<file path="config.mk">
export PLATFORM = sky130hd
export DESIGN_NAME = inverse_feeder
export DESIGN_NICKNAME = d
export VERILOG_FILES = /design/src/rtl/inverse_pkg.sv /design/src/rtl/inverse_feeder_bank.sv /design/src/rtl/inverse_feeder.sv
export SDC_FILE = /design/constraint.sdc
export NUM_CORES = 1
export LEC_CHECK = 0
export CORE_UTILIZATION = 35
export CTS_CLUSTER_SIZE = 16
export DETAILED_ROUTE_END_ITERATION = 8
export PLACE_DENSITY = 0.52
export SLEW_MARGIN = 10
export SYNTH_ARGS = -nofsm -noshare
export SYNTH_HDL_FRONTEND = slang
export SYNTH_SLANG_ARGS = --single-unit
</file>
<file path="constraint.sdc">
create_clock -name clk -period 10.5 [get_ports clk]
set_input_delay 3.15 -clock clk [delete_from_list [all_inputs] [get_ports clk]]
set_output_delay 3.15 -clock clk [all_outputs]
set_load 0.01 [all_outputs]
</file>
<file path="src/rtl/inverse_pkg.sv">
`default_nettype none
// ============================================================================
//  Module      : inverse_pkg
//  Description : Shared types and default constants for the matrix-inverse
//                feeder. Provides the element type, the run FSM state enum,
//                default DIM/WIDTH/RUN_CYCLES values, the core step-count
//                width and a helper returning the final step count.
//  Revision    : 1.0 - initial release
// ============================================================================
package inverse_pkg;

  localparam int DIM        = 4;    // matrix dimension (DIM x DIM elements)
  localparam int WIDTH      = 27;   // fixed-point element width
  localparam int RUN_CYCLES = 229;  // enabled cycles per inverse run, 2..256
  localparam int COUNT_W    = 8;    // width of core_count

  typedef logic [WIDTH-1:0] elem_t;

  typedef enum logic [1:0] {
    IDLE  = 2'd0,
    START = 2'd1,
    RUN   = 2'd2
  } run_state_e;

  // Final step count of a run, as a COUNT_W-bit value.
  function automatic logic [COUNT_W-1:0] last_count(input int run_cycles);
    return COUNT_W'(run_cycles - 1);
  endfunction

endpackage : inverse_pkg
`default_nettype wire

</file>
<file path="src/rtl/inverse_feeder_bank.sv">
`default_nettype none
// ============================================================================
//  Module      : inverse_feeder_bank
//  Description : One matrix buffer. Single write port, single registered read
//                port (one-cycle read latency). Contents are never reset.
//  Ports       : clk        - clock
//                wr_en_i    - write strobe
//                wr_addr_i  - write element index
//                wr_data_i  - write element value
//                rd_addr_i  - read element index
//                rd_data_o  - element at rd_addr_i, registered
//  Revision    : 1.0 - initial release
// ============================================================================
module inverse_feeder_bank
  import inverse_pkg::*;
#(
  parameter int DEPTH  = 16,
  parameter int DATA_W = 27
) (
  input  logic                     clk,
  input  logic                     wr_en_i,
  input  logic [$clog2(DEPTH)-1:0] wr_addr_i,
  input  logic [DATA_W-1:0]        wr_data_i,
  input  logic [$clog2(DEPTH)-1:0] rd_addr_i,
  output logic [DATA_W-1:0]        rd_data_o
);

  logic [DATA_W-1:0] mem_q [DEPTH];
  logic [DATA_W-1:0] rd_data_q;

  always_ff @(posedge clk) begin
    if (wr_en_i) begin
      mem_q[wr_addr_i] <= wr_data_i;
    end
    rd_data_q <= mem_q[rd_addr_i];
  end

  assign rd_data_o = rd_data_q;

endmodule : inverse_feeder_bank
`default_nettype wire

</file>
<file path="src/rtl/inverse_feeder.sv">
`default_nettype none
// ============================================================================
//  Module      : inverse_feeder
//  Description : Upstream stage of the matrix-inverse engine. Buffers a
//                DIM x DIM matrix streamed over valid/ready, then drives the
//                inverse core through one run: a one-cycle core reset, then
//                RUN_CYCLES enabled cycles with a step count, with done on
//                the final cycle. The core reads the buffered matrix through
//                a registered random-access port.
//  Config      : INVERSE_FEEDER_PINGPONG_EN - when defined, two banks so a
//                new matrix can stream in while the previous one runs; when
//                undefined, a single bank and input is blocked while busy.
//  Ports       : clk, rst           - clock, synchronous active-high reset
//                in_valid/in_ready  - element handshake
//                in_data            - element, row-major
//                core_rst           - core reset (rst and START cycle)
//                core_en            - core enable (RUN cycles)
//                core_count         - step count within the run
//                core_addr          - element index requested by the core
//                core_data          - element read, one-cycle latency
//                busy               - run FSM not idle
//                done               - pulse on the final run cycle
//  Revision    : 1.0 - initial release
// ============================================================================
module inverse_feeder
  import inverse_pkg::COUNT_W;
  import inverse_pkg::run_state_e;
  import inverse_pkg::IDLE;
  import inverse_pkg::START;
  import inverse_pkg::RUN;
  import inverse_pkg::last_count;
#(
  parameter int DIM        = inverse_pkg::DIM,
  parameter int WIDTH      = inverse_pkg::WIDTH,
  parameter int RUN_CYCLES = inverse_pkg::RUN_CYCLES
) (
  input  logic                       clk,
  input  logic                       rst,
  input  logic                       in_valid,
  output logic                       in_ready,
  input  logic [WIDTH-1:0]           in_data,
  output logic                       core_rst,
  output logic                       core_en,
  output logic [COUNT_W-1:0]         core_count,
  input  logic [$clog2(DIM*DIM)-1:0] core_addr,
  output logic [WIDTH-1:0]           core_data,
  output logic                       busy,
  output logic                       done
);

  localparam int                 DEPTH  = DIM * DIM;
  localparam int                 ADDR_W = $clog2(DEPTH);
  localparam logic [COUNT_W-1:0] C_LAST = last_count(RUN_CYCLES);
`ifdef INVERSE_FEEDER_PINGPONG_EN
  localparam int                 NBANKS = 2;
`else
  localparam int                 NBANKS = 1;
`endif

  // --------------------------------------------------------------------------
  // Fill side
  // --------------------------------------------------------------------------
  logic [ADDR_W-1:0] wr_ptr_q, wr_ptr_d;
  logic [NBANKS-1:0] full_q, full_d;
  logic              fill_full;
  logic              run_full;
  logic              accept;
  logic              wr_last;
  logic              run_release;

  run_state_e         state_q;
  logic               core_rst_q;
  logic               core_en_q;
  logic               busy_q;
  logic               done_q;
  logic [COUNT_W-1:0] count_q;
  logic [COUNT_W-1:0] count_inc;

  logic [WIDTH-1:0]  rd_data0;

`ifdef INVERSE_FEEDER_PINGPONG_EN
  logic              fill_bank_q;
  logic              run_bank_q;
  logic              rd_sel_q;      // bank that produced the current core_data
  logic [WIDTH-1:0]  rd_data1;

  assign fill_full = full_q[fill_bank_q];
  assign run_full  = full_q[run_bank_q];
  assign in_ready  = !rst && !fill_full;
`else
  assign fill_full = full_q[0];
  assign run_full  = full_q[0];
  // Single bank: the core is reading the only buffer while busy.
  assign in_ready  = !rst && !fill_full && !busy_q;
`endif

  assign accept      = in_valid && in_ready;
  assign wr_last     = (wr_ptr_q == ADDR_W'(DEPTH - 1));
  assign run_release = (state_q == RUN) && (count_q == C_LAST);
  assign count_inc   = count_q + 1'b1;

  // A fill completion and a run release never target the same bank: the
  // fill bank is only writable while it is empty, and the run bank is only
  // released while it is full.
  always_comb begin
    wr_ptr_d = wr_ptr_q;
    full_d   = full_q;
`ifdef INVERSE_FEEDER_PINGPONG_EN
    if (run_release)       full_d[run_bank_q]  = 1'b0;
    if (accept && wr_last) full_d[fill_bank_q] = 1'b1;
`else
    if (run_release)       full_d[0] = 1'b0;
    if (accept && wr_last) full_d[0] = 1'b1;
`endif
    if (accept) begin
      wr_ptr_d = wr_last ? '0 : wr_ptr_q + 1'b1;
    end
  end

  always_ff @(posedge clk) begin
    if (rst) begin
      wr_ptr_q <= '0;
      full_q   <= '0;
    end else begin
      wr_ptr_q <= wr_ptr_d;
      full_q   <= full_d;
    end
  end

`ifdef INVERSE_FEEDER_PINGPONG_EN
  always_ff @(posedge clk) begin
    if (rst) begin
      fill_bank_q <= 1'b0;
      run_bank_q  <= 1'b0;
      rd_sel_q    <= 1'b0;
    end else begin
      fill_bank_q <= fill_bank_q ^ (accept && wr_last);
      run_bank_q  <= run_bank_q ^ run_release;
      rd_sel_q    <= run_bank_q;
    end
  end
`endif

  // --------------------------------------------------------------------------
  // Storage
  // --------------------------------------------------------------------------
`ifdef INVERSE_FEEDER_PINGPONG_EN
  inverse_feeder_bank #(
    .DEPTH  (DEPTH),
    .DATA_W (WIDTH)
  ) u_bank0 (
    .clk       (clk),
    .wr_en_i   (accept && (fill_bank_q == 1'b0)),
    .wr_addr_i (wr_ptr_q),
    .wr_data_i (in_data),
    .rd_addr_i (core_addr),
    .rd_data_o (rd_data0)
  );

  inverse_feeder_bank #(
    .DEPTH  (DEPTH),
    .DATA_W (WIDTH)
  ) u_bank1 (
    .clk       (clk),
    .wr_en_i   (accept && (fill_bank_q == 1'b1)),
    .wr_addr_i (wr_ptr_q),
    .wr_data_i (in_data),
    .rd_addr_i (core_addr),
    .rd_data_o (rd_data1)
  );

  assign core_data = rd_sel_q ? rd_data1 : rd_data0;
`else
  inverse_feeder_bank #(
    .DEPTH  (DEPTH),
    .DATA_W (WIDTH)
  ) u_bank0 (
    .clk       (clk),
    .wr_en_i   (accept),
    .wr_addr_i (wr_ptr_q),
    .wr_data_i (in_data),
    .rd_addr_i (core_addr),
    .rd_data_o (rd_data0)
  );

  assign core_data = rd_data0;
`endif

  // --------------------------------------------------------------------------
  // Run FSM. Outputs are registered alongside the state so that each output
  // describes the state being entered.
  // --------------------------------------------------------------------------
  always_ff @(posedge clk) begin
    if (rst) begin
      state_q    <= IDLE;
      core_rst_q <= 1'b1;
      core_en_q  <= 1'b0;
      count_q    <= '0;
      busy_q     <= 1'b0;
      done_q     <= 1'b0;
    end else begin
      unique case (state_q)
        IDLE: begin
          core_en_q <= 1'b0;
          count_q   <= '0;
          done_q    <= 1'b0;
          if (run_full) begin
            state_q    <= START;
            core_rst_q <= 1'b1;
            busy_q     <= 1'b1;
          end else begin
            core_rst_q <= 1'b0;
            busy_q     <= 1'b0;
          end
        end
        START: begin
          state_q    <= RUN;
          core_rst_q <= 1'b0;
          core_en_q  <= 1'b1;
          count_q    <= '0;
          busy_q     <= 1'b1;
          done_q     <= 1'b0;
        end
        RUN: begin
          core_rst_q <= 1'b0;
          if (count_q == C_LAST) begin
            state_q   <= IDLE;
            core_en_q <= 1'b0;
            count_q   <= '0;
            busy_q    <= 1'b0;
            done_q    <= 1'b0;
          end else begin
            core_en_q <= 1'b1;
            count_q   <= count_inc;
            busy_q    <= 1'b1;
            // done is registered, so raise it on entry to the final count.
            done_q    <= (count_inc == C_LAST);
          end
        end
        default: begin
          state_q    <= IDLE;
          core_rst_q <= 1'b0;
          core_en_q  <= 1'b0;
          count_q    <= '0;
          busy_q     <= 1'b0;
          done_q     <= 1'b0;
        end
      endcase
    end
  end

  assign core_rst   = core_rst_q;
  assign core_en    = core_en_q;
  assign core_count = count_q;
  assign busy       = busy_q;
  assign done       = done_q;

endmodule : inverse_feeder
`default_nettype wire
</file>
==> impl_metrics.ini <==
[place]
dpl_worst_slack_ns = 2.649
dp_hpwl_mm = 18.85
dpl_cell_area_um2 = 19430
numPortBuffers = 73
finalWeightedCongestion = 0.6978

[setup_path]
reg2regPathDepth = 4
crit_arrival_ns = 4.69
crit_cells = 3
r2r_setup_slack_ns = 7.91
required_ns = 7.35
rr_startpoint = fill_full
path_cells = clkdlybuf4s50_1 -> nor3_1 -> clkdlybuf4s50_1
crit_path_frequent_cell = clkdlybuf4s50_1
cp.buffers_inverters = 2
start_kind = primary input
cp-end-kind = primary output
critPathKind = in -> out
max_stage_delay_ns = 0.66
cpLargestDelayFamily = buffers and inverters
r2r_end = u_bank0.mem_q[15][24]
worstSetupEndpoint = in_ready
crit_fanout = 15
critPathLaunch = rst
slowest_stage = clkdlybuf4s50_1

[yosys]
synth_warnings = 0
synth_area_per_cell_um2 = 22.02
synth_cells = 809
yosysUniqueCellTypes = 37
synth_ff_type = edfxtp_1
synth-seq-cells = 478
syn_nets = 855
synth_area_um2 = 17810
async_flop_share_pct = 0
ys_seq_area_share_pct = 78.00
synth_edf_count = 432

[pwr]
finalPower_mw = 3.929
p_per_area_nw_per_um2 = 187.5
comb_power_share_pct = 4.7
p_leak_nw = 6.562
pwr-share-clk_pct = 41.8
p_sw_mw = 0.8020
swShare_pct = 20.41
p_int_mw = 3.127
p_seq_share_pct = 53.5
peakVddDrop_mv = 0.1035

[cts]
cts.reportedPaths.clkPinSlew_ns = 0.05
numCtsBuffers = 52
insertion_delay_ns = 0.58
cts_sinks = 478
cts_setup_buffers = 0
cts_buffer_depth = 3
h-tree-depth = 2
clock-root-buffer = clkbuf_16
cts_tree = yes
cts_resized = 0
holdBufCountCts = 0

[global_route]
grt_pass1_vias = 8756
antenna_found_initial = 0
grt-ovfl-total = 0
grt_max_degree = 57
grt_pass1_wl_mm = 55.72
grtUsageTotal_pct = 14.83

[sta]
tns_ns = 0
rsz0062_at_grt = false
worst_pin_slew_ns = 1.048
fin_skew_ns = 0.01979
hold_slack_ns = 0.5207
setup_ws_ns = 2.656
min_period_ns = 7.844
setup_violations = 0
period_share_pct = 74.70
relSlewSlack_pct = 29.98
final_max_slew_viol_count = 0
max_clock_freq_mhz = 127.5
finalHoldViolCount = 0

[routing]
routed_wirelength_mm = 36.87
via_per_inst = 4.966
vias = 8075
drtIter0Drc = 575
avgRoutedWirePerCell_um = 22.67
drtPass1Iterations = 4
drtAntennaViolNets = 0
drc_errors = 0

[die]
row_count = 82
die-area_um2 = 51800
die_x_um = 227.6
fp.dieH_um = 227.6
core_area_um2 = 50170
io_pins = 74
initial_core_util_pct = 35.50

[run_status]
outcome = completed

[cells_and_area]
drive_gt1_share_pct = 24.21
final_common_cell = edfxtp_1
final_area_um2 = 20960
area_growth_pct = 17.65
finalNetCount = 961
diodes = 0
layout_common_cells = 432 x edfxtp_1, 108 x mux4_2, 71 x clkdlybuf4s50_1, 52 x clkbuf_16, 46 x dfxtp_1

[run]
cap_viol_max_count = 0

[hold_path]
min_path_type = reg -> reg
whs_path_depth = 1
layer usage:
metal | wire (um) | part of all wire, % | vias up | GRT usage, %
met4 | 752 | 2.0 | 0 | 3.984
met5 | 0 | 0 | - | 0
li1 | - | - | 3572 | -
met3 | 1577 | 4.3 | 63 | 2.956
met1 | 17530 | 48 | 4271 | 21.43
met2 | 17010 | 46 | 169 | 22.87
registers in the layout, indices dropped and copies added, names as in the netlist:
name	flops
busy	1
core_count	8
core_en	1
core_rst	1
done	1
fill_full	1
state_q	2
u_bank0.mem_q	432
u_bank0.rd_data_o	27
wr_ptr_q	4
how the worst min path moves through the flow:
stage | startpoint | to | slack, ns
6_report | core_count[0] | core_count[0] | 0.52
5_1_grt | core_count[0] | core_count[0] | 0.55
4_1_cts | core_count[0] | core_count[0] | 0.53
3_5_place_dp | core_count[0] | core_count[0] | 0.51
3_3_place_gp | core_count[0] | core_count[0] | 0.50
2_1_floorplan | state_q[1] | state_q[1] | 0.48
synth_stat cells (3+ instances only):
cell type	number	area share (%)
a21oi_1	3	0.084
nand3_1	4	0.11
nand2_1	35	0.74
nor3_1	5	0.14
mux4_2	108	14
nor2_1	25	0.53
clkbuf_1	21	0.44
dfxtp_1	46	5.2
and3_1	3	0.11
nand2b_1	8	0.28
nor2b_1	3	0.11
a22oi_1	34	1.4
buf_2	10	0.28
a22oi_2	20	1.4
ha_1	12	0.84
xor2_1	5	0.25
inv_1	8	0.17
edfxtp_1	432	73
buf_4	4	0.17
cell type report:
| type | instances | area [um2] |
|---|---|---|
| Inverter | 8 | 30.03 |
| Fill cell | 4403 | 29210 |
| Clock inverter | 13 | 70.07 |
| Sequential cell | 478 | 13890 |
| Tap cell | 672 | 840.8 |
| Multi-Input combinational cell | 284 | 3801 |
| Clock buffer | 80 | 1456 |
| Timing Repair Buffer | 91 | 864.6 |
power groups by stage:
stage          registers [mW]  logic, mW  clock network [mW]
3_3_place_gp             2.14      0.187                   0
4_1_cts                  2.10      0.189                1.69
2_1_floorplan            2.15     0.0943                   0
5_1_grt                  2.10      0.199                1.76
3_5_place_dp             2.14      0.188                   0
6_report                 2.10      0.183                1.64
stage by stage:
| stage | instances | utilization, % |
|---|---|---|
| 4_1_cts | 1626 | 41.77 |
| 3_5_place_dp | 1533 | 38.73 |
| 6_report | 1626 | 41.77 |
| 2_1_floorplan | 809 | - |
| 5_1_grt | 1626 | 41.77 |
| 3_3_place_gp | 1533 | 38.73 |
logic make-up after synthesis:
group                      count (synthesis)  share of synthesized area [%]
xor gates and xnor gates                   7                         0.3442
DFF                                      478                          78.00
muxes                                    110                          13.77
adders and majority gates                 12                         0.8429
buffers and inverters                     47                          1.405
and+or+nand+nor                           90                          2.388
AOI/OAI and AO/OA                         65                          3.252
Power figures use the tool's default switching activity.
